## src/rtl/vp_sng.sv

```systemverilog
`default_nettype none
// ============================================================================
//  Module   : vp_sng
//  Purpose  : Variable-precision stochastic number generator. Converts a W-bit
//             operand into a unipolar stochastic bitstream. The comparison
//             value comes from a bit-reversed (van der Corput) counter, so a
//             full stream contains exactly (x & ~ell) >> popcount(ell) ones.
//             The stream length is 2^(W - popcount(ell)).
//  Optional : VPSNG_ABORT_EN - when defined, abort_i ends a running stream
//             early (no done pulse). When undefined, abort_i is ignored.
//  Ports    : clk        clock, rising edge
//             rst_n      synchronous active-low reset
//             start_i    request a new stream (accepted in IDLE only)
//             x_i        operand, captured on accepted start
//             ell_i      precision mask (truncated LSBs), captured on start
//             abort_i    early-termination request (see VPSNG_ABORT_EN)
//             busy_o     high while a stream is running
//             z_valid_o  z_o carries a stream bit this cycle
//             z_o        stochastic bit, 0 when z_valid_o is low
//             z_last_o   final bit of the stream
//             done_o     one-cycle pulse after normal completion
//  Revision : 1.0 - initial release
// ============================================================================
module vp_sng #(
    parameter int W = 8
) (
    input  logic         clk,
    input  logic         rst_n,
    input  logic         start_i,
    input  logic [W-1:0] x_i,
    input  logic [W-1:0] ell_i,
    input  logic         abort_i,
    output logic         busy_o,
    output logic         z_valid_o,
    output logic         z_o,
    output logic         z_last_o,
    output logic         done_o
);

    // Width able to hold 0..W (popcount of ell and the precision p).
    localparam int               c_TW = $clog2(W + 1);
    localparam logic [c_TW-1:0]  c_W  = c_TW'(W);

    localparam logic [0:0] S_IDLE = 1'b0;
    localparam logic [0:0] S_RUN  = 1'b1;

    // ------------------------------------------------------------------------
    // Helper functions
    // ------------------------------------------------------------------------
    function automatic logic [c_TW-1:0] f_popcount(input logic [W-1:0] v);
        logic [c_TW-1:0] n;
        n = '0;
        for (int i = 0; i < W; i++) begin
            n = n + c_TW'(v[i]);
        end
        return n;
    endfunction

    // Mask with the low p bits set; the counter value of the last stream bit.
    function automatic logic [W-1:0] f_lowmask(input logic [c_TW-1:0] p);
        logic [W-1:0] m;
        m = '0;
        for (int i = 0; i < W; i++) begin
            m[i] = (i < int'(p));
        end
        return m;
    endfunction

    // bitrev_p(c) << (W - p): bit j of c (j < p) lands on bit W-1-j, so the
    // reversal and the left shift by t collapse into one wiring pattern and
    // t itself never needs to be stored.
    function automatic logic [W-1:0] f_rev(input logic [W-1:0] c,
                                           input logic [c_TW-1:0] p);
        logic [W-1:0] r;
        r = '0;
        for (int i = 0; i < W; i++) begin
            r[W-1-i] = c[i] & (i < int'(p));
        end
        return r;
    endfunction

    // ------------------------------------------------------------------------
    // Abort qualification
    // ------------------------------------------------------------------------
    logic w_abort;
`ifdef VPSNG_ABORT_EN
    assign w_abort = abort_i;
`else
    logic w_unused_abort;
    assign w_unused_abort = abort_i;
    assign w_abort        = 1'b0;
`endif

    // ------------------------------------------------------------------------
    // State and datapath registers
    // ------------------------------------------------------------------------
    logic [0:0]      state_q, state_d;
    logic [W-1:0]    xm_q,    xm_d;
    logic [c_TW-1:0] p_q,     p_d;
    logic [W-1:0]    c_q,     c_d;

    logic busy_q,    busy_d;
    logic z_valid_q, z_valid_d;
    logic z_q,       z_d;
    logic z_last_q,  z_last_d;
    logic done_q,    done_d;

    logic [c_TW-1:0] w_pop;
    assign w_pop = f_popcount(ell_i);

    // State register
    always_ff @(posedge clk) begin
        if (!rst_n) begin
            state_q   <= S_IDLE;
            xm_q      <= '0;
            p_q       <= '0;
            c_q       <= '0;
            busy_q    <= 1'b0;
            z_valid_q <= 1'b0;
            z_q       <= 1'b0;
            z_last_q  <= 1'b0;
            done_q    <= 1'b0;
        end else begin
            state_q   <= state_d;
            xm_q      <= xm_d;
            p_q       <= p_d;
            c_q       <= c_d;
            busy_q    <= busy_d;
            z_valid_q <= z_valid_d;
            z_q       <= z_d;
            z_last_q  <= z_last_d;
            done_q    <= done_d;
        end
    end

    // Next-state logic. z_last_q already flags that the bit currently on the
    // output is the final one, so it doubles as the terminal-count detect.
    always_comb begin
        state_d = state_q;
        xm_d    = xm_q;
        p_d     = p_q;
        c_d     = c_q;
        case (state_q)
            S_IDLE: begin
                if (start_i) begin
                    xm_d    = x_i & ~ell_i;
                    p_d     = c_W - w_pop;
                    c_d     = '0;
                    state_d = S_RUN;
                end
            end
            S_RUN: begin
                if (z_last_q) begin
                    state_d = S_IDLE;
                end else if (w_abort) begin
                    state_d = S_IDLE;
                end else begin
                    c_d = c_q + 1'b1;
                end
            end
            default: state_d = S_IDLE;
        endcase
    end

    // Output logic: computed from the next-state values so every output is a
    // flop and the bit for counter value c appears in the cycle c is held.
    always_comb begin
        busy_d    = (state_d == S_RUN);
        z_valid_d = busy_d;
        z_d       = busy_d && (xm_d > f_rev(c_d, p_d));
        z_last_d  = busy_d && (c_d == f_lowmask(p_d));
        // Completion wins over a coincident abort.
        done_d    = (state_q == S_RUN) && z_last_q;
    end

    assign busy_o    = busy_q;
    assign z_valid_o = z_valid_q;
    assign z_o       = z_q;
    assign z_last_o  = z_last_q;
    assign done_o    = done_q;

endmodule
`default_nettype wire

```

## config.mk

```make
export PLATFORM = sky130hd
export DESIGN_NAME = vp_sng
export DESIGN_NICKNAME = d
export VERILOG_FILES = /design/src/rtl/vp_sng.sv
export SDC_FILE = /design/constraint.sdc
export NUM_CORES = 1
export LEC_CHECK = 0
export BUFFER_PORTS_ARGS = -buffer_cell sky130_fd_sc_hd__buf_2
export CORE_MARGIN = 2
export CORE_UTILIZATION = 45
export CTS_BUF_LIST = sky130_fd_sc_hd__clkbuf_2 sky130_fd_sc_hd__clkbuf_4 sky130_fd_sc_hd__clkbuf_8
export DETAILED_ROUTE_END_ITERATION = 8
export GPL_TIMING_DRIVEN = 0
export MAX_ROUTING_LAYER = met4
export PLACE_DENSITY = 0.66
export SLEW_MARGIN = 10
export SYNTH_ARGS = -nofsm -noshare
export SYNTH_HDL_FRONTEND = slang
export SYNTH_SLANG_ARGS = --single-unit
```

## constraint.sdc

```tcl
create_clock -name clk -period 5.07 [get_ports clk]
set_input_delay 0.2535 -clock clk [delete_from_list [all_inputs] [get_ports clk]]
set_output_delay 0.2535 -clock clk [all_outputs]
set_load 0.01 [all_outputs]
```

==> results.md <==
- Cell count after synthesis: approximately 180
- Slowest stage cell, crit path: fa_1
- Post-route setup TNS: 0 ns
- GRT Util Overall: between 10% and 20%
- Crit Path Category: input pin to flip-flop
- Synth unique cells: 32
- Post-CTS sizing: 0
- RSZ-0062 raised after global routing: no
- Buf/Inv on CP: 5
- Slew headroom: roughly 65%
- Seq cells post-synth: 24
- DR pass1 iterations: 4
- Area grow syn2layout: 13.3%
- CTS clk-pin slew, worst paths: between 0.1 and 0.15 ns
- Die Wd: 63.0 um
- CTS Hold Bufs: 0
- Fill count: 337
- Ys Warns: 0
- Status: finished, final reports clean
- Req. time, crit path: roughly 5.3 ns
- Pin count of the biggest net entering global routing: 14
- Final period utilization: ~75%
- Cell family with most CP delay: adder cells
- Fin. Hold Viols: 0
- Clk sinks: 24
- Drt drc: 0
- Clk Latency, worst-skew pair: between 0.3 and 0.4 ns
- Synth area leaders: dfxtp_1 31%, ha_1 17%, and2_1 6.8%
- Post-CTS setup buffer count: 0
- Vias per inst: 5.14
- Worst Skew: ~0.0023 ns
- Crit-path max FO: 4
- Nets: 255
- Vias in the first global route: ~1,300
- Final min period: around 3.8 ns
- Min-delay worst type: input pin to flip-flop
- CP Data Arrival Time: 4.03 ns
- Multi-input gate area in the final layout: about 960 um^2
- Ports: 25
- First-pass GRT wire length: between 5 and 6 mm
- Setup crit end kind: flip-flop
- CP startpoint kind: input pin
- Max incr delay on CP: 0.54 ns
- GR Overflow Total: 0
- CTS tree: yes
- Overall Power: approximately 450 uW
- Post-detailed-route wirelength per cell: around 13 um
- Initial Utilization: 46.9%
- Worst slew pin tran: approximately 0.53 ns
- Die ar.: roughly 4000 um^2
- Post-Syn Area: about 1600 um^2
- Height of the die: 63.0 um
- GPL Wtd Cong: between 0.8 and 0.9
- # port buffers: 23
- Antenna Nets Post-Route: 0
- Max cap viols: 0
- Post-Route WL: around 3.4 mm
- Setup violators final: 0
- Leakage power: around 0.86 nW
- Fmax: about 0.26 GHz
- HPWL Detailed: roughly 2.7 mm
- Top cell type by total area after synthesis: dfxtp_1
- Storage element area: ~480 um^2
- Root buffer cell: clkbuf_4
- Crit path cell chain: buf_2 > fa_1 > inv_1 > ha_1 > fa_1 > inv_1 > fa_1 > inv_1 > ha_1 > or3_1 > o31ai_1 > nand2_1 > ha_1 > inv_1 > ha_1 > a211oi_1 > nor2_1 > nor2_1 > a21oi_1
- Antenna fix cells: 0
- Layout cells sized above 1: 16.7%
- Max-slew violations: 0
- PwrDens: 255 nW/um^2
- Number of synthesized flops with an enable pin: 0
- Core ar.: roughly 3300 um^2
- Cells after DPL: 251
- Syn_nets: approximately 230
- Row count: 21
- DRT iter0 DRCs: 63
- Fin Hold WS: around 0.21 ns
- Clock Tree Buf Depth: 2
- Maximum VDD drop: 0.136 mV
- Antenna violations before repair: 0
- Routed via count: around 1,300
- Post-synth top flop: dfxtp_1
- Sequential share of the synthesized area: between 30 and 40%
- CTS H-tree depth: 1
- FFs w/ async S/R, synth: 0%
- Layout Cells excl Fill: ~260
- Top-area cell type share of the netlist area: 30.7%
- Mean area per synthesized cell: ~8.6 um^2
- CTS buffer count: 3
## cells in the final DEF (no fill, tap or decap), types with 5 or more instances in the layout
cell / instances
dfxtp_1: 24
buf_2: 25
o21ai_0: 14
mux2i_1: 6
nor2b_1: 6
ha_1: 21
nand2_1: 21
inv_1: 21
and2_1: 17
a21oi_1: 5
## layout make-up
cell class | count | share of cell area [%]
inverters | 21 | 4.44
multi-input cells | 130 | 54.2
plain buffers | 7 | 2.47
repair buffers | 23 | 6.49
clock buffers | 4 | 2.05
well taps | 46 | 3.24
flip-flops and latches | 24 | 27.1
## cell families after synthesis
kind of cell    synth area share (%)
flops                           30.7
mux                             4.56
buf+inv                         7.83
simple gates                    24.5
fa+ha+maj                       21.9
compound gates                  10.6
## Yosys cell counts (2+ instances only)
cell type / number
nor4_1: 2
nand4_1: 4
clkbuf_1: 2
fa_1: 4
and2_1: 17
a21oi_1: 5
o31ai_1: 2
nand3b_1: 2
nor2_1: 4
mux2i_1: 6
nand2b_1: 4
o21ai_0: 14
buf_2: 2
nand3_1: 3
o211ai_1: 2
ha_1: 21
inv_1: 21
buf_4: 2
nand2_1: 21
and3_1: 4
dfxtp_1: 24
nor2b_1: 6
## path summary, 6_finish.rpt
path             start      to  slack (ns)  cells past startpoint
max           ell_i[4]     z_o        1.26                     19
min              rst_n  done_o        0.21                      2
max reg2reg  z_valid_o     z_o        2.64                     12
min reg2reg   z_last_o  done_o        0.56                      1
## per-stage QoR
stage / utilization, % / setup WS [ns] / cell area (um^2)
2_1_floorplan: - / 1.31 / 1570
3_3_place_gp: 52.1 / 0.993 / 1740
3_5_place_dp: 52.1 / 0.939 / 1740
4_1_cts: 53.2 / 1.28 / 1770
5_1_grt: 53.2 / 1.01 / 1770
6_report: 53.2 / 1.26 / 1770
## where the power goes
group	internal (mW)	leakage [nW]	switching (mW)
Sequential	0.199	0.195	0.00602
Clock	0.0439	0.0210	0.0591
Combinational	0.0635	0.643	0.0803
## state kept, by name (all words and copies together) (netlist names)
name / count
c_q: 8
done_o: 1
p_q: 4
xm_q: 8
z_last_o: 1
z_o: 1
z_valid_o: 1
## per-layer routing
layer  share of wire, %  GRT usage (%)  up-vias
met3                3.8           3.24       10
met2                 48           32.8       36
li1                   -              -      666
met1                 47           23.9      599
met5                  0              -        -
met4                1.6           5.28        0
No activity file was read; power rests on OpenSTA's default activity.
